File: src/rtl/pix_pkg.sv
// rtl/pix_pkg.sv - shared raster types, request FSM states and default 640x480 timing
package pix_pkg;

  localparam int PIX_CORDW  = 11;
  localparam int PIX_H_RES  = 640;
  localparam int PIX_H_FP   = 16;
  localparam int PIX_H_SYNC = 96;
  localparam int PIX_H_BP   = 48;
  localparam int PIX_V_RES  = 480;
  localparam int PIX_V_FP   = 10;
  localparam int PIX_V_SYNC = 2;
  localparam int PIX_V_BP   = 33;

  typedef struct packed {
    logic [PIX_CORDW-1:0] sx;
    logic [PIX_CORDW-1:0] sy;
    logic                 de;
    logic                 vsync;
    logic                 hsync;
  } pix_sync_t;

  typedef enum logic [1:0] {
    ST_IDLE = 2'd0,
    ST_REQ  = 2'd1,
    ST_BUSY = 2'd2
  } req_state_t;

endpackage

File: src/rtl/line_req_ctrl.sv
// rtl/line_req_ctrl.sv - one-line-ahead render request FSM with saturating underrun counter
module line_req_ctrl
  import pix_pkg::*;
#(
  parameter int CORDW = PIX_CORDW
) (
  input  logic             clk,
  input  logic             rst_n,
  input  logic             due,
  input  logic [CORDW-1:0] nxt,
  input  logic             req_ready,
  input  logic             req_done,
  output logic             req_valid,
  output logic [CORDW-1:0] req_line,
  output logic             underrun,
  output logic [7:0]       underrun_cnt
);

  req_state_t state, state_n;
  logic       load, miss;

  always_ff @(posedge clk or negedge rst_n) begin
    if (!rst_n) state <= ST_IDLE;
    else        state <= state_n;
  end

  always_comb begin
    state_n = state;
    case (state)
      ST_IDLE: if (due) state_n = ST_REQ;
      ST_REQ:  if (req_ready) state_n = ST_BUSY;
      ST_BUSY: if (req_done) state_n = due ? ST_REQ : ST_IDLE;
      default: state_n = ST_IDLE;
    endcase
  end

  // A done landing on the issue cycle frees the slot in time, so it loads instead of missing.
  always_comb begin
    req_valid = (state == ST_REQ);
    load      = 1'b0;
    miss      = 1'b0;
    case (state)
      ST_IDLE: load = due;
      ST_REQ:  miss = due;
      ST_BUSY: begin
        load = due && req_done;
        miss = due && !req_done;
      end
      default: ;
    endcase
  end

  always_ff @(posedge clk or negedge rst_n) begin
    if (!rst_n) begin
      req_line     <= '0;
      underrun     <= 1'b0;
      underrun_cnt <= 8'd0;
    end else begin
      if (load) req_line <= nxt;
      underrun <= miss;
      if (miss && underrun_cnt != 8'hFF) underrun_cnt <= underrun_cnt + 8'd1;
    end
  end

endmodule

File: src/rtl/display_timing.sv
// rtl/display_timing.sv - raster timing generator issuing one-line-ahead render requests
module display_timing
  import pix_pkg::*;
#(
  parameter int CORDW  = PIX_CORDW,
  parameter int H_RES  = PIX_H_RES,
  parameter int H_FP   = PIX_H_FP,
  parameter int H_SYNC = PIX_H_SYNC,
  parameter int H_BP   = PIX_H_BP,
  parameter int V_RES  = PIX_V_RES,
  parameter int V_FP   = PIX_V_FP,
  parameter int V_SYNC = PIX_V_SYNC,
  parameter int V_BP   = PIX_V_BP,
  parameter bit HS_POL = 1'b0,
  parameter bit VS_POL = 1'b0
) (
  input  logic             clk_pix,
  input  logic             rst_pix_n,
  output logic [CORDW-1:0] o_sx,
  output logic [CORDW-1:0] o_sy,
  output logic             o_de,
  output logic             o_hsync,
  output logic             o_vsync,
  output logic             o_line,
  output logic             o_frame,
  output logic             o_lb_bank,
  output logic             o_req_valid,
  output logic [CORDW-1:0] o_req_line,
  output logic             o_req_bank,
  input  logic             i_req_ready,
  input  logic             i_req_done,
  output logic             o_underrun,
  output logic [7:0]       o_underrun_cnt
);

  localparam int H_TOTAL = H_RES + H_FP + H_SYNC + H_BP;
  localparam int V_TOTAL = V_RES + V_FP + V_SYNC + V_BP;

  localparam logic [CORDW-1:0] H_VIS  = CORDW'(H_RES);
  localparam logic [CORDW-1:0] H_LAST = CORDW'(H_TOTAL - 1);
  localparam logic [CORDW-1:0] HS_BEG = CORDW'(H_RES + H_FP);
  localparam logic [CORDW-1:0] HS_END = CORDW'(H_RES + H_FP + H_SYNC);
  localparam logic [CORDW-1:0] V_VIS  = CORDW'(V_RES);
  localparam logic [CORDW-1:0] V_LAST = CORDW'(V_TOTAL - 1);
  localparam logic [CORDW-1:0] VS_BEG = CORDW'(V_RES + V_FP);
  localparam logic [CORDW-1:0] VS_END = CORDW'(V_RES + V_FP + V_SYNC);

  // Parking at the issue column of the last line makes line 0 due on the first cycle out of reset.
  localparam pix_sync_t SYNC_RST = '{
    sx:    PIX_CORDW'(H_RES),
    sy:    PIX_CORDW'(V_TOTAL - 1),
    de:    1'b0,
    vsync: ~VS_POL,
    hsync: ~HS_POL
  };

  pix_sync_t        sync_q, sync_d;
  logic             line_q, frame_q;
  logic [CORDW-1:0] sx, sy, sx_n, sy_n, nxt;
  logic             due;

  assign sx = CORDW'(sync_q.sx);
  assign sy = CORDW'(sync_q.sy);

  // Decode from the next count so every registered flag lines up with o_sx/o_sy.
  always_comb begin
    sx_n = (sx == H_LAST) ? '0 : sx + CORDW'(1);
    sy_n = sy;
    if (sx == H_LAST) sy_n = (sy == V_LAST) ? '0 : sy + CORDW'(1);
    sync_d.sx    = PIX_CORDW'(sx_n);
    sync_d.sy    = PIX_CORDW'(sy_n);
    sync_d.de    = (sx_n < H_VIS) && (sy_n < V_VIS);
    sync_d.hsync = ((sx_n >= HS_BEG) && (sx_n < HS_END)) ? HS_POL : ~HS_POL;
    sync_d.vsync = ((sy_n >= VS_BEG) && (sy_n < VS_END)) ? VS_POL : ~VS_POL;
  end

  always_ff @(posedge clk_pix or negedge rst_pix_n) begin
    if (!rst_pix_n) begin
      sync_q  <= SYNC_RST;
      line_q  <= 1'b0;
      frame_q <= 1'b0;
    end else begin
      sync_q  <= sync_d;
      line_q  <= (sx_n == '0);
      frame_q <= (sx_n == '0) && (sy_n == '0);
    end
  end

  assign nxt = (sy == V_LAST) ? '0 : sy + CORDW'(1);
  assign due = (sx == H_VIS) && (nxt < V_VIS);

  line_req_ctrl #(
    .CORDW (CORDW)
  ) u_req (
    .clk          (clk_pix),
    .rst_n        (rst_pix_n),
    .due          (due),
    .nxt          (nxt),
    .req_ready    (i_req_ready),
    .req_done     (i_req_done),
    .req_valid    (o_req_valid),
    .req_line     (o_req_line),
    .underrun     (o_underrun),
    .underrun_cnt (o_underrun_cnt)
  );

  assign o_sx       = sx;
  assign o_sy       = sy;
  assign o_de       = sync_q.de;
  assign o_hsync    = sync_q.hsync;
  assign o_vsync    = sync_q.vsync;
  assign o_line     = line_q;
  assign o_frame    = frame_q;
  assign o_lb_bank  = sy[0];
  assign o_req_bank = o_req_line[0];

endmodule

File: config.mk
export PLATFORM = sky130hd
export DESIGN_NAME = display_timing
export DESIGN_NICKNAME = d
export VERILOG_FILES = /design/src/rtl/pix_pkg.sv /design/src/rtl/line_req_ctrl.sv /design/src/rtl/display_timing.sv
export SDC_FILE = /design/constraint.sdc
export NUM_CORES = 1
export LEC_CHECK = 0
export BUFFER_PORTS_ARGS = -buffer_cell sky130_fd_sc_hd__clkbuf_2
export CORE_MARGIN = 1
export CORE_UTILIZATION = 25
export CTS_CLUSTER_SIZE = 24
export DETAILED_ROUTE_END_ITERATION = 8
export HOLD_SLACK_MARGIN = 0.15
export SKIP_CTS_REPAIR_TIMING = 1
export SYNTH_ARGS = -nofsm -noshare
export SYNTH_HDL_FRONTEND = slang
export SYNTH_SLANG_ARGS = --single-unit
File: constraint.sdc
create_clock -name clk_pix -period 3.2 [get_ports clk_pix]
set_input_delay 0.64 -clock clk_pix [delete_from_list [all_inputs] [get_ports clk_pix]]
set_output_delay 0.64 -clock clk_pix [all_outputs]
set_load 0.05 [all_outputs]
## After elaboration in Yosys (flattened, before gate mapping)

Index checks and enable logic that the tools add are counted.

- Register bits after elaboration: 49
- Input bits: 4
- Output and inout port bits: 50
- Logic and storage cells: 55

- Add/subtract/negate cells: 3
- Magnitude comparators: 7
- Equality and inequality tests: 9
- Multiplexer cells: 12
- Reductions and logical operators: 13

Operators by type and width:

| operator | number |
|---|---|
| $eq 11x10->1 const B | 3 |
| $lt 11x9->1 const B | 3 |
| $mux 11 | 3 |
| $add 11x1->11 const B | 2 |
| $logic_not 11->1 | 2 |
| $lt 11x10->1 const B | 2 |
| $ge 11x10->1 const B | 1 |
| $ge 11x9->1 const B | 1 |
| $add 8x1->8 const B | 1 |
| $logic_and 1x1->1 | 8 |
| $ne 8x8->1 const B | 1 |
| $mux 2 | 3 |
| $pmux 2 s3 | 1 |
| $ne 2x1->1 const B | 2 |
| $pmux 1 s2 | 2 |
| $mux 1 | 3 |
| $reduce_and 3->1 | 1 |
| $eq 2x1->1 const B | 1 |
| $eq 2x2->1 const B | 1 |
| $logic_not 2->1 | 1 |
| $ne 2x2->1 const B | 1 |
| $logic_not 1->1 | 1 |

## Depth between registers and ports, before layout

Gate-level depths: netlist (run 1).

- Depth after elaboration: 7
- Mapped depth: 10
- Mapped depth without buffers: 8

## Hierarchy

Synthesis (run 1) repeated with hierarchy kept, for this count alone.

- Cells, all modules: 303
- Area, all modules: 2915.3 um^2

By module, submodules not included:

| module | instances | cells each | area an instance (um^2) | sequential area each (um^2) |
|---|---|---|---|---|
| display_timing | 1 | 219 | 1866.8 | 684.4 |
| line_req_ctrl | 1 | 84 | 1048.5 | 550.5 |

## Least setup slack after synthesis (run 1)

No wires, ideal clock.

- Kind: register -> register
- Start point: register sync_q (netlist bit o_sy[3])
- End point: register u_req.req_line[0]
- Setup time: 0.125 ns
- Data arrival time: 2.715 ns
- Data required time: 3.075 ns
- Setup slack: 0.360 ns
- Stages on the path, launching flop included: 9
- Path buffers: 2
- Period minus slack after synthesis: 2.840 ns
- Cell sequence: dfstp_2 buf_2 and4b_1 a31oi_1 a2111oi_4 o311ai_4 or2_1 buf_6 mux2_4

- Word-level cells in the longest chain between the ends: 6
- Elaborated cells on any way between the ends: 7
- Those cells by class: add/sub: 1; order compare: 1; eq/ne: 1; mux: 2; reduce/logical: 2

Ends and longest elaborated chain:

| what | RTL line | RTL |
|---|---|---|
| start, declared | display_timing.sv:57 | `pix_sync_t sync_q, sync_d;` |
| start signal, assigned | display_timing.sv:83 | `sync_q <= sync_d;` |
| $add 11x1->11 or $eq 11x10->1 (tied branches) | display_timing.sv:89 | `assign nxt = (sy == V_LAST) ? '0 : sy + CORDW'(1);` |
| $mux 11 (*) | display_timing.sv:89 |  |
| $lt 11x9->1 | display_timing.sv:90 | `assign due = (sx == H_VIS) && (nxt < V_VIS);` |
| $logic_and 1x1->1 | display_timing.sv:90 |  |
| $logic_and 1x1->1 | line_req_ctrl.sv:46 | `load = due && req_done;` |
| $pmux 1 s2 | line_req_ctrl.sv:42 | `case (state)` |
| end signal, assigned | line_req_ctrl.sv:59 | `if (load) req_line <= nxt;` |
| end, declared | line_req_ctrl.sv:14 | `output logic [CORDW-1:0] req_line,` |

Every way passes the cells marked *; elsewhere a longest branch is shown, timed or not.
A chain may end at the register's enable or synchronous reset.

## Worst setup path after layout (run 1)

- Start point: register sync_q (netlist bit o_sy[0])
- End point: register u_req.req_line[4]

Same word-level chain as after synthesis.

==> results of run 1 <==
power breakdown:
part           internal [mW]  switching [mW]  leakage, nW
clock network          0.287           0.218       0.0706
logic                 0.0257          0.0474        0.847
registers              0.625         0.00427        0.618
cells in the final DEF (no fill, tap or decap), drive strengths merged, types with 9 or more instances in the layout:
cell type	count
nor2	21
xnor2	20
nand2	23
dfrtp	42
and3	10
xor2	11
o21ai	20
nand3	16
nand4	14
ha	9
inv	17
clkbuf	59
stage by stage:
stage / hold slack [ns] / cell area, sq um / worst slack [ns] / total power [mW]
4_1_cts: 0.376 / 3420 / 0.420 / 1.23
5_1_grt: 0.400 / 3420 / 0.260 / 1.27
3_5_place_dp: 0.483 / 3280 / 0.431 / 0.715
2_1_floorplan: 0.344 / 2920 / 0.360 / 0.686
6_report: 0.364 / 3420 / 0.433 / 1.21
3_3_place_gp: 0.474 / 3280 / 0.480 / 0.710
per-layer routing:
metal,up-vias,GRT usage (%),share of wire [%]
met5,-,0,0
li1,1166,-,-
met4,0,3.81,1.4
met1,1148,16.4,47
met3,7,2.00,4.1
met2,57,20.5,48
synth_stat cells, drive strengths merged (9+ instances only):
cell	number	share of area (%)
nor2	21	2.7
inv	17	2.2
o21ai	20	3.4
nand4	14	3.0
dfrtp	42	36
buf	9	2.3
ha	9	3.9
clkbuf	13	1.7
nand2	23	3.0
nand3	16	2.7
xor2	11	3.3
and3	10	2.1
xnor2	20	6.0
cell type report:
cell class	instances	area [sq um]
multi-input combinational	220	1500
clock buffer	6	129
inverter	17	63.8
sequential	49	1230
fill	1238	8000
clock inverter	2	10.0
timing repair buffer	58	303
tap	143	179
cells by family (layout without fill, tap and decap cells):
kind of cell / count (synthesis) / count (layout)
and+or+nand+nor: 119 / 119
AOI/OAI and AO/OA: 51 / 51
DFF: 49 / 49
buffers and inverters: 39 / 83
xor gates and xnor gates: 31 / 31
muxes: 10 / 10
adders and majority gates: 9 / 9
state kept, by name, indices dropped and copies added, names as in the netlist:
| name | flops |
|---|---|
| o_sx | 11 |
| o_sy | 11 |
| u_req.req_line | 11 |
| u_req.underrun_cnt | 8 |
| u_req.state | 2 |
| o_de | 1 |
| o_frame | 1 |
| o_hsync | 1 |
| o_line | 1 |
| o_vsync | 1 |
| u_req.underrun | 1 |
path summary, 6_finish.rpt:
kind	from	end	slack, ns	cells after the start
worst min register to register	u_req.req_line[9]$_DFFE_PN0P_	u_req.req_line[9]$_DFFE_PN0P_	0.49	1
worst min-delay path	rst_pix_n	u_req.req_line[10]$_DFFE_PN0P_	0.36	1
worst max register to register	o_sy[0]$_DFF_PN0_	u_req.req_line[4]$_DFFE_PN0P_	0.43	8
min in group clk_pix	u_req.req_line[9]$_DFFE_PN0P_	u_req.req_line[9]$_DFFE_PN0P_	0.49	1
worst max-delay path	o_sy[0]$_DFF_PN0_	u_req.req_line[4]$_DFFE_PN0P_	0.43	8
max in group asynchronous	rst_pix_n	o_sy[9]$_DFF_PN1_	2.00	2
==> impl_summary.log, run 1 <==
INFO  metric post-dp-hpwl = 5300 microns
INFO  metric fin_cells = 495
INFO  metric critPathArrivalTime = 2.94 ns
INFO  metric post_synth.cell_area_avg = 9.47 sq um
INFO  metric global_route.usage.total = 12.4%
INFO  metric cts-buffers-inserted = 5
INFO  metric post_synth_and_or_nand_nor_area_fraction = a little over a fifth
INFO  metric drt-initial-drc-count = 61
INFO  metric overflow = 0
INFO  metric standard_cell_with_the_maximum_stage_delay_on_the_critical_path = or2_1
INFO  metric power.density_cell_area = between 300 and 400 nW/um^2
INFO  metric fin_util = 30.0%
INFO  metric viasPerCell = a little under 5
INFO  metric timing.final.setup_violations = 0
INFO  metric die_width = 110 microns
INFO  metric share_of_final_layout_standard_cells_stronger_than_drive_strength_1 = 23.0%
INFO  metric grt_pass1_wl = 11500 microns
INFO  metric cap_violations = 0
INFO  metric synth.yosys.warnings = 0
INFO  metric synth_top_family_by_area = simple AND/OR/NAND/NOR gates
INFO  metric numClockSinks = between 40 and 50
INFO  metric synthMuxAreaShare = 4.20%
INFO  metric ys_ff_latch = 49
INFO  metric peak_supply_drop = 0.196 mV
INFO  metric postSynthNetCount = roughly 320
INFO  metric outcome = finished clean
INFO  metric grt_start_max_net_pins = 27
INFO  metric path_class = flip-flop to flip-flop
INFO  metric leakage = 1.54 nW
INFO  metric syn_area = 2920 sq um
INFO  metric yosysSeqAreaShare = 42.3%
INFO  metric routedWlPerCell = 14.3 microns
INFO  metric synth-edff-count = 0
INFO  metric unrepaired_setup_endpoints_after_global_routing = false
INFO  metric io_pins = 54
INFO  metric clock_latency_at_the_later_pin_of_the_worst_skew_pair = 0.28 ns
INFO  metric achievable-frequency = 361 MHz
INFO  metric finish.net_count = 364
INFO  metric design.die.area = 12100 sq um
INFO  metric clock_path_buffers = 2
INFO  metric port_buffers = 53
INFO  metric period_needed = 2.77 ns
INFO  metric root_buffer = clkbuf_16
INFO  metric worst_slew_margin_rel = 57.6%
INFO  metric count_of_mapped_cells_out_of_synthesis = 308
INFO  metric synth_compound_area_share = 12.2%
INFO  metric crit_path_end_kind = flip-flop
INFO  metric synth_top_flop_cell = dfrtp_1
INFO  metric timing_max_transition_violations_final = 0
INFO  metric place_inst = 487
INFO  metric final.period_utilization = ~86%
INFO  metric path_max_fanout = 11
INFO  metric clock-skew-final = between 0.005 and 0.006 ns
INFO  metric core-area = ~11000 sq um
INFO  metric place_congestion = 0.864
INFO  metric via_count_of_the_first_global_routing_pass = 2240
INFO  metric count_of_vias_placed_by_the_detailed_router = 2378
INFO  metric max_slew.worst_pin.slew = between 0.6 and 0.7 ns
INFO  metric tns = 0 ns
INFO  metric insertedDiodeCount = 0
INFO  metric htree_levels = 2
INFO  metric detailedRoute.firstPassIterationCount = 4
INFO  metric antenna_found_initial = 0
INFO  metric worst_ep_required_time = 3.37 ns
INFO  metric critPathMaxStageDelay = 0.48 ns
INFO  metric initial_core_util = 25.6%
INFO  metric worst_setup_hold_path_clk_slew = 0.06 ns
INFO  metric wirelength = about 7100 microns
INFO  metric dieHeight = 110 microns
INFO  metric cp.buffers_inverters = 1
INFO  metric placement_rows = 39
INFO  metric synth-adder-area-share = 3.86%
INFO  metric remaining_drc_errors = 0
INFO  metric antenna_violating_nets_post_route = 0
INFO  metric cts_tree = yes
INFO  metric worstPathCellList = inv_1 > ha_1 > and4b_1 > a31oi_1 > a2111oi_4 > o311ai_4 > or2_1 > mux2_4
INFO  metric hold_path.class = input pin to asynchronous set/reset pin
INFO  metric finalHoldViolations = 0
INFO  metric netlist-cell-type-count = 51
INFO  metric kind_of_start_point_of_the_critical_path = flip-flop
INFO  metric async_reset_ff_share = 100%
INFO  metric timing.critical_path.max_delay_family = compound AO/OA/AOI/OAI gates
INFO  metric syn_to_final_growth = 17.3%
INFO  metric synth_xor_area_share = 9.31%
No activity file was read; power rests on OpenSTA's default activity.
==> inputs of run 2 (changes only) <==
--- a/config.mk
+++ b/config.mk
@@ -6,6 +6,7 @@
 export NUM_CORES = 1
 export LEC_CHECK = 0
 export BUFFER_PORTS_ARGS = -buffer_cell sky130_fd_sc_hd__clkbuf_2
+export CORE_ASPECT_RATIO = 0.5
 export CORE_MARGIN = 1
 export CORE_UTILIZATION = 25
 export CTS_CLUSTER_SIZE = 24
==> impl_summary.log, run 2 (synthesized netlist as in run 1, its figures left out) <==
INFO  metric peak_supply_drop = 0.254 mV (+29%)
INFO  metric worstPathCellList = inv_1 > ha_1 > and4b_1 > a31oi_1 > a2111oi_4 > o311ai_4 > or2_1 > mux2_4
INFO  metric cap_violations = 0 (unchanged)
INFO  metric design.die.area = 12100 sq um (+0.21%)
INFO  metric wirelength = 6920 microns (-2.2%)
INFO  metric clock_latency_at_the_later_pin_of_the_worst_skew_pair = 0.28 ns (about the same)
INFO  metric timing.critical_path.max_delay_family = compound AO/OA/AOI/OAI gates
INFO  metric remaining_drc_errors = 0 (unchanged)
INFO  metric seqPwrFrac = 51.4% (-0.7 points)
INFO  metric worst_slew_margin_rel = 51.4% (-6.1 points)
INFO  metric unrepaired_setup_endpoints_after_global_routing = false
INFO  metric htree_levels = 2 (unchanged)
INFO  metric via_count_of_the_first_global_routing_pass = 2237 (-0.13%)
INFO  metric cts_tree = yes
INFO  metric clock-skew-final = 0.00315 ns (-0.00282 ns)
INFO  metric die_width = 155 microns (+41%)
INFO  metric post-dp-hpwl = 5320 microns (+0.28%)
INFO  metric net_switching_component_of_the_power = 0.268 mW (-0.56%)
INFO  metric kind_of_start_point_of_the_critical_path = flip-flop
INFO  metric placement_rows = 27 (-31%)
INFO  metric timing_max_transition_violations_final = 0 (unchanged)
INFO  metric global_route.usage.total = 11.8% (-0.52 points)
INFO  metric syn_to_final_growth = 18.5%
INFO  metric share_of_final_layout_standard_cells_stronger_than_drive_strength_1 = 23.3% (+0.28 points)
INFO  metric grt_start_max_net_pins = 29 (+7.4%)
INFO  metric outcome = finished clean
INFO  metric multi_input_comb_area = 1500 sq um (unchanged)
INFO  metric io_pins = 54 (unchanged)
INFO  metric count_of_vias_placed_by_the_detailed_router = 2402 (+1.0%)
INFO  metric antenna_found_initial = 0 (unchanged)
INFO  metric layout.area.seq = 1230 sq um (unchanged)
INFO  metric antenna_violating_nets_post_route = 0 (unchanged)
INFO  metric leakage = 1.54 nW (+0.25%)
INFO  metric worst_ep_required_time = 3.37 ns (about the same)
INFO  metric commonest_cells_after_routing_fill_and_taps_aside = clkbuf_2, dfrtp_1, nand2_1
INFO  metric viasPerCell = 4.70 (-2.2%)
INFO  metric clkPwrFrac = 42.7% (+0.9 points)
INFO  metric path_max_fanout = 11 (unchanged)
INFO  metric insertedDiodeCount = 0 (unchanged)
INFO  metric totalPowerFinal = 1.23 mW (+1.5%)
INFO  metric hold_path.class = input pin to asynchronous set/reset pin
INFO  metric worst_setup_hold_path_clk_slew = 0.06 ns (about the same)
INFO  metric tns = 0 ns (unchanged)
INFO  metric critPathArrivalTime = 2.99 ns (+0.05 ns)
INFO  metric comb_power_share = 5.9% (-0.2 points)
INFO  metric final.period_utilization = 88.3% (+1.8 points)
INFO  metric place_inst = 504 (+3.5%)
INFO  metric fin_util = 30.9% (+0.95 points)
INFO  metric place_congestion = 0.847 (-2.0%)
INFO  metric max_slew.worst_pin.slew = 0.728 ns (+0.0919 ns)
INFO  metric achievable-frequency = 354 MHz (-2.1%)
INFO  metric crit_path_end_kind = flip-flop
INFO  metric commonest_non_fill_non_tap_cell_in_the_layout = clkbuf_2
INFO  metric root_buffer = clkbuf_16
INFO  metric drt-initial-drc-count = 172 (+180%)
INFO  metric power.density_cell_area = 354 nW/um^2 (+0.46%)
INFO  metric fillCellCount = 1184 (-4.4%)
INFO  metric period_needed = 2.83 ns (+0.0586 ns)
INFO  metric finish.net_count = 365 (+0.27%)
INFO  metric detailedRoute.firstPassIterationCount = 4 (unchanged)
INFO  metric routedWlPerCell = 13.5 microns (-5.3%)
INFO  metric clock_path_buffers = 2 (unchanged)
INFO  metric initial_core_util = 26.1% (+0.54 points)
INFO  metric path_class = flip-flop to flip-flop
INFO  metric numClockSinks = 49 (unchanged)
INFO  metric cts-buffers-inserted = 5 (unchanged)
INFO  metric cell_internal_pwr = 0.958 mW (+2.1%)
INFO  metric standard_cell_with_the_maximum_stage_delay_on_the_critical_path = a2111oi_4
INFO  metric grt_pass1_wl = 11600 microns (+0.78%)
INFO  metric port_buffers = 53 (unchanged)
INFO  metric cp.buffers_inverters = 1 (unchanged)
INFO  metric power.switching_fraction = 21.9% (-0.45 points)
INFO  metric overflow = 0 (unchanged)
INFO  metric finalHoldViolations = 0 (unchanged)
INFO  metric fin_cells = 511 (+3.2%)
INFO  metric core-area = 11200 sq um (-2.1%)
INFO  metric critPathMaxStageDelay = 0.50 ns (+0.02 ns)
INFO  metric timing.final.setup_violations = 0 (unchanged)
INFO  metric dieHeight = 78.4 microns (-29%)
-- run 2: changes by cell type in the layout (fill, tap and decap cells not counted), sizes merged --
cell,before,now
buf,5,6
clkinv,2,0
clkinvlp,0,1
-- run 2: path summary, 6_finish.rpt --
check / slack [ns] / cells past startpoint / from / end
worst max-delay path: 0.37 / 8 / o_sy[0]$_DFF_PN0_ / u_req.req_line[4]$_DFFE_PN0P_
worst min-delay path: 0.41 / 1 / rst_pix_n / u_req.req_line[0]$_DFFE_PN0P_
worst max register to register: 0.37 / 8 / o_sy[0]$_DFF_PN0_ / u_req.req_line[4]$_DFFE_PN0P_
worst min register to register: 0.49 / 1 / u_req.req_line[10]$_DFFE_PN0P_ / u_req.req_line[10]$_DFFE_PN0P_
max in group asynchronous: 1.97 / 2 / rst_pix_n / o_sy[9]$_DFF_PN1_
min in group clk_pix: 0.49 / 1 / u_req.req_line[10]$_DFFE_PN0P_ / u_req.req_line[10]$_DFFE_PN0P_
-- run 2: power by group through the flow --
stage               registers, mW  logic [mW]  clock network (mW)
global placement            0.641      0.0714                   0
CTS                         0.630      0.0737               0.538
detailed placement          0.641      0.0737                   0
finish                      0.630      0.0726               0.523
floorplan                   0.640      0.0462                   0
global route                0.631      0.0816               0.564
-- run 2: area by class of cell --
type / instances / share of cell area (%)
multi-input cells: 220 / 43.5
flip-flops and latches: 49 / 35.7
repair buffers: 59 / 8.97
well taps: 159 / 5.75
clock buffers: 6 / 4.02
inverters: 17 / 1.85
clock inverters: 1 / 0.217
-- run 2: per-stage QoR --
| stage | worst slack, ns | instance area (sq um) | hold WS, ns |
|---|---|---|---|
| after floorplan | 0.360 | 2920 | 0.344 |
| after global placement | 0.489 | 3310 | 0.472 |
| after detailed placement | 0.390 | 3310 | 0.477 |
| after CTS | 0.376 | 3460 | 0.440 |
| after global routing | 0.180 | 3460 | 0.461 |
| final | 0.374 | 3460 | 0.410 |
-- run 2: routing by layer --
metal	routed length, microns	track usage, %	vias to the layer above
li1	-	-	1175
met1	3420	16.7	1172
met2	3140	18.7	51
met3	304	2.54	4
met4	55	2.08	0
met5	0	0	-
==> inputs of run 3 (changes only) <==
--- a/config.mk
+++ b/config.mk
@@ -12,6 +12,7 @@
 export CTS_CLUSTER_SIZE = 24
 export DETAILED_ROUTE_END_ITERATION = 8
 export HOLD_SLACK_MARGIN = 0.15
+export RECOVER_POWER = 100
 export SKIP_CTS_REPAIR_TIMING = 1
 export SYNTH_ARGS = -nofsm -noshare
 export SYNTH_HDL_FRONTEND = slang
==> impl_summary.log, run 3 (synthesized netlist as in run 1, its figures left out) <==
INFO  metric antenna_found_initial = 0 (unchanged)
INFO  metric seqPwrFrac = 51.4% (about the same)
INFO  metric holdCritStartpoint = u_req.req_line[10]$_DFFE_PN0P_
INFO  metric peak_supply_drop = 0.253 mV (-0.37%)
INFO  metric hold_path.class = flip-flop to flip-flop
INFO  metric net_switching_component_of_the_power = 0.267 mW (-0.27%)
INFO  metric grt_pass1_wl = 11600 microns (unchanged)
INFO  metric port_buffers = 53 (unchanged)
INFO  metric clkPwrFrac = 42.7% (about the same)
INFO  metric timing_max_transition_violations_final = 29 (+29)
INFO  metric leakage = 1.35 nW (-12%)
INFO  metric insertedDiodeCount = 0 (unchanged)
INFO  metric worst_slew_margin_rel = -2.95% (-54 points)
INFO  metric viasPerCell = 4.69 (-0.25%)
INFO  metric placement_rows = 27 (unchanged)
INFO  metric max_slew.worst_pin.slew = 1.54 ns (+0.816 ns)
INFO  metric routedWlPerCell = 13.5 microns (+0.10%)
INFO  metric critPathArrivalTime = 2.98 ns (about the same)
INFO  metric worst_setup_hold_path_clk_slew = 0.06 ns (about the same)
INFO  metric fin_util = 30.1% (-0.81 points)
INFO  metric root_buffer = clkbuf_16
INFO  metric grt_start_max_net_pins = 29 (unchanged)
INFO  metric hold-path-cell-count = 1
INFO  metric via_count_of_the_first_global_routing_pass = 2237 (unchanged)
INFO  metric critPathMaxStageDelay = 0.50 ns (about the same)
INFO  metric dp_worst_setup_slack = 0.390 ns (unchanged)
INFO  metric period_needed = 2.81 ns (-0.0135 ns)
INFO  metric wirelength = 6920 microns (+0.10%)
INFO  metric initial_core_util = 26.1% (unchanged)
INFO  metric htree_levels = 2 (unchanged)
INFO  metric timing.final.ws_setup = 0.388 ns (+0.0135 ns)
INFO  metric design.die.area = 12100 sq um (unchanged)
INFO  metric worstReg2RegStart = o_sy[0]$_DFF_PN0_
INFO  metric violations_in_the_final_reports = max-capacitance violations, max-slew violations
INFO  metric cell_internal_pwr = 0.957 mW (about the same)
INFO  metric cap_violations = 1 (+1)
INFO  metric outcome = complete, but fails checks
INFO  metric io_pins = 54 (unchanged)
INFO  metric final.period_utilization = 87.9% (-0.42 points)
INFO  metric die_width = 155 microns (unchanged)
INFO  metric r2r_setup_slack = 0.39 ns (about the same)
INFO  metric achievable-frequency = 356 MHz (+0.48%)
INFO  metric power.switching_fraction = 21.8% (-0.032 points)
INFO  metric tns = 0 ns (unchanged)
INFO  metric overflow = 0 (unchanged)
INFO  metric dieHeight = 78.4 microns (unchanged)
INFO  metric numClockSinks = 49 (unchanged)
INFO  metric standard_cell_with_the_maximum_stage_delay_on_the_critical_path = a2111oi_4
INFO  metric worstReg2RegEnd = u_req.req_line[4]$_DFFE_PN0P_
INFO  metric place_congestion = 0.847 (unchanged)
INFO  metric unrepaired_setup_endpoints_after_global_routing = false
INFO  metric place_inst = 504 (unchanged)
INFO  metric global_route.usage.total = 11.8% (unchanged)
INFO  metric worst_ep_required_time = 3.36 ns (about the same)
INFO  metric whs_endpoint = u_req.req_line[10]$_DFFE_PN0P_
INFO  metric syn_to_final_growth = 15.4%
INFO  metric commonest_non_fill_non_tap_cell_in_the_layout = clkbuf_1
INFO  metric path_max_fanout = 11 (unchanged)
INFO  metric core-area = 11200 sq um (unchanged)
INFO  metric cts_tree = yes
INFO  metric clock-skew-final = 0.00385 ns (+0.000695 ns)
INFO  metric clock_path_buffers = 2 (unchanged)
INFO  metric kind_of_start_point_of_the_critical_path = flip-flop
INFO  metric count_of_vias_placed_by_the_detailed_router = 2396 (-0.25%)
INFO  metric detailedRoute.firstPassIterationCount = 4 (unchanged)
INFO  metric commonest_cells_after_routing_fill_and_taps_aside = clkbuf_1, dfrtp_1, nand2_1
INFO  metric finalHoldWorstSlack = 0.498 ns (+0.0883 ns)
INFO  metric worstPathCellList = inv_1 > ha_1 > and4b_1 > a31oi_1 > a2111oi_4 > o311ai_4 > or2_1 > mux2_1
INFO  metric post-dp-hpwl = 5320 microns (unchanged)
INFO  metric fin_cells = 511 (unchanged)
INFO  metric cts-buffers-inserted = 5 (unchanged)
INFO  metric comb_power_share = 5.9% (about the same)
INFO  metric drt-initial-drc-count = 155 (-9.9%)
INFO  metric antenna_violating_nets_post_route = 0 (unchanged)
INFO  metric finalHoldViolations = 0 (unchanged)
INFO  metric clock_latency_at_the_later_pin_of_the_worst_skew_pair = 0.28 ns (about the same)
INFO  metric power.density_cell_area = 363 nW/um^2 (+2.5%)
INFO  metric crit_path_end_kind = flip-flop
INFO  metric timing.final.setup_violations = 0 (unchanged)
INFO  metric path_class = flip-flop to flip-flop
INFO  metric share_of_final_layout_standard_cells_stronger_than_drive_strength_1 = 6.53% (-17 points)
INFO  metric rr_worst_depth = 8 (unchanged)
INFO  metric remaining_drc_errors = 0 (unchanged)
INFO  metric finish.net_count = 365 (unchanged)
## run 3: changes by cell type in the layout (fill, tap and decap cells not counted)
cell	delta
and2_0	+2
mux2_4	-4
clkbuf_2	-51
and2_1	-2
clkbuf_1	+54
dfstp_1	+1
mux2_1	+4
buf_4	-3
dfstp_2	-1
## run 3: layout make-up
class / instances / area [sq um]
Fill cell: 1212 / 7810
Multi-Input combinational cell: 220 / 1490
Sequential cell: 49 / 1230
Timing Repair Buffer: 59 / 235
Tap cell: 159 / 199
Clock buffer: 6 / 139
Inverter: 17 / 63.8
Clock inverter: 1 / 7.51
## run 3: critical path: cells and delay by family, from the launching register on
family / cells / cell delay (ns)
DFF: 1 / 0.48
buffers and inverters: 1 / 0.14
AOI/OAI and AO/OA: 3 / 0.85
adders and majority gates: 1 / 0.15
muxes: 1 / 0.39
and+or+nand+nor: 2 / 0.70
## run 3: per-layer routing
metal  global-route usage [%]  part of all wire (%)  wire, microns
met4                     2.08                  0.52             36
met1                     16.7                    50           3470
met5                        0                     0              0
met2                     18.7                    46           3150
met3                     2.54                   3.8            262
## run 3: power groups by stage
stage | clock network, mW | registers [mW] | logic (mW)
final | 0.523 | 0.630 | 0.0717
after global routing | 0.564 | 0.631 | 0.0809
after CTS | 0.538 | 0.630 | 0.0737
after detailed placement | 0 | 0.641 | 0.0737
after global placement | 0 | 0.641 | 0.0714
after floorplan | 0 | 0.640 | 0.0462
## run 3: stage by stage
step | power, mW | area (sq um)
floorplan | 0.686 | 2920
global placement | 0.712 | 3310
detailed placement | 0.715 | 3310
CTS | 1.24 | 3460
global route | 1.28 | 3370
finish | 1.22 | 3370
## run 3: worst max-delay path by stage
stage / startpoint / end / slack (ns) / cells past startpoint
2_1_floorplan: o_sy[3]$_DFF_PN1_ / u_req.req_line[0]$_DFFE_PN0P_ / 0.36 / 8
3_3_place_gp: o_sy[0]$_DFF_PN0_ / u_req.req_line[0]$_DFFE_PN0P_ / 0.49 / 8
3_5_place_dp: o_sy[0]$_DFF_PN0_ / u_req.req_line[4]$_DFFE_PN0P_ / 0.39 / 8
4_1_cts: o_sy[0]$_DFF_PN0_ / u_req.req_line[4]$_DFFE_PN0P_ / 0.38 / 8
5_1_grt: o_sy[0]$_DFF_PN0_ / u_req.req_line[2]$_DFFE_PN0P_ / 0.18 / 8
6_report: o_sy[0]$_DFF_PN0_ / u_req.req_line[4]$_DFFE_PN0P_ / 0.39 / 8
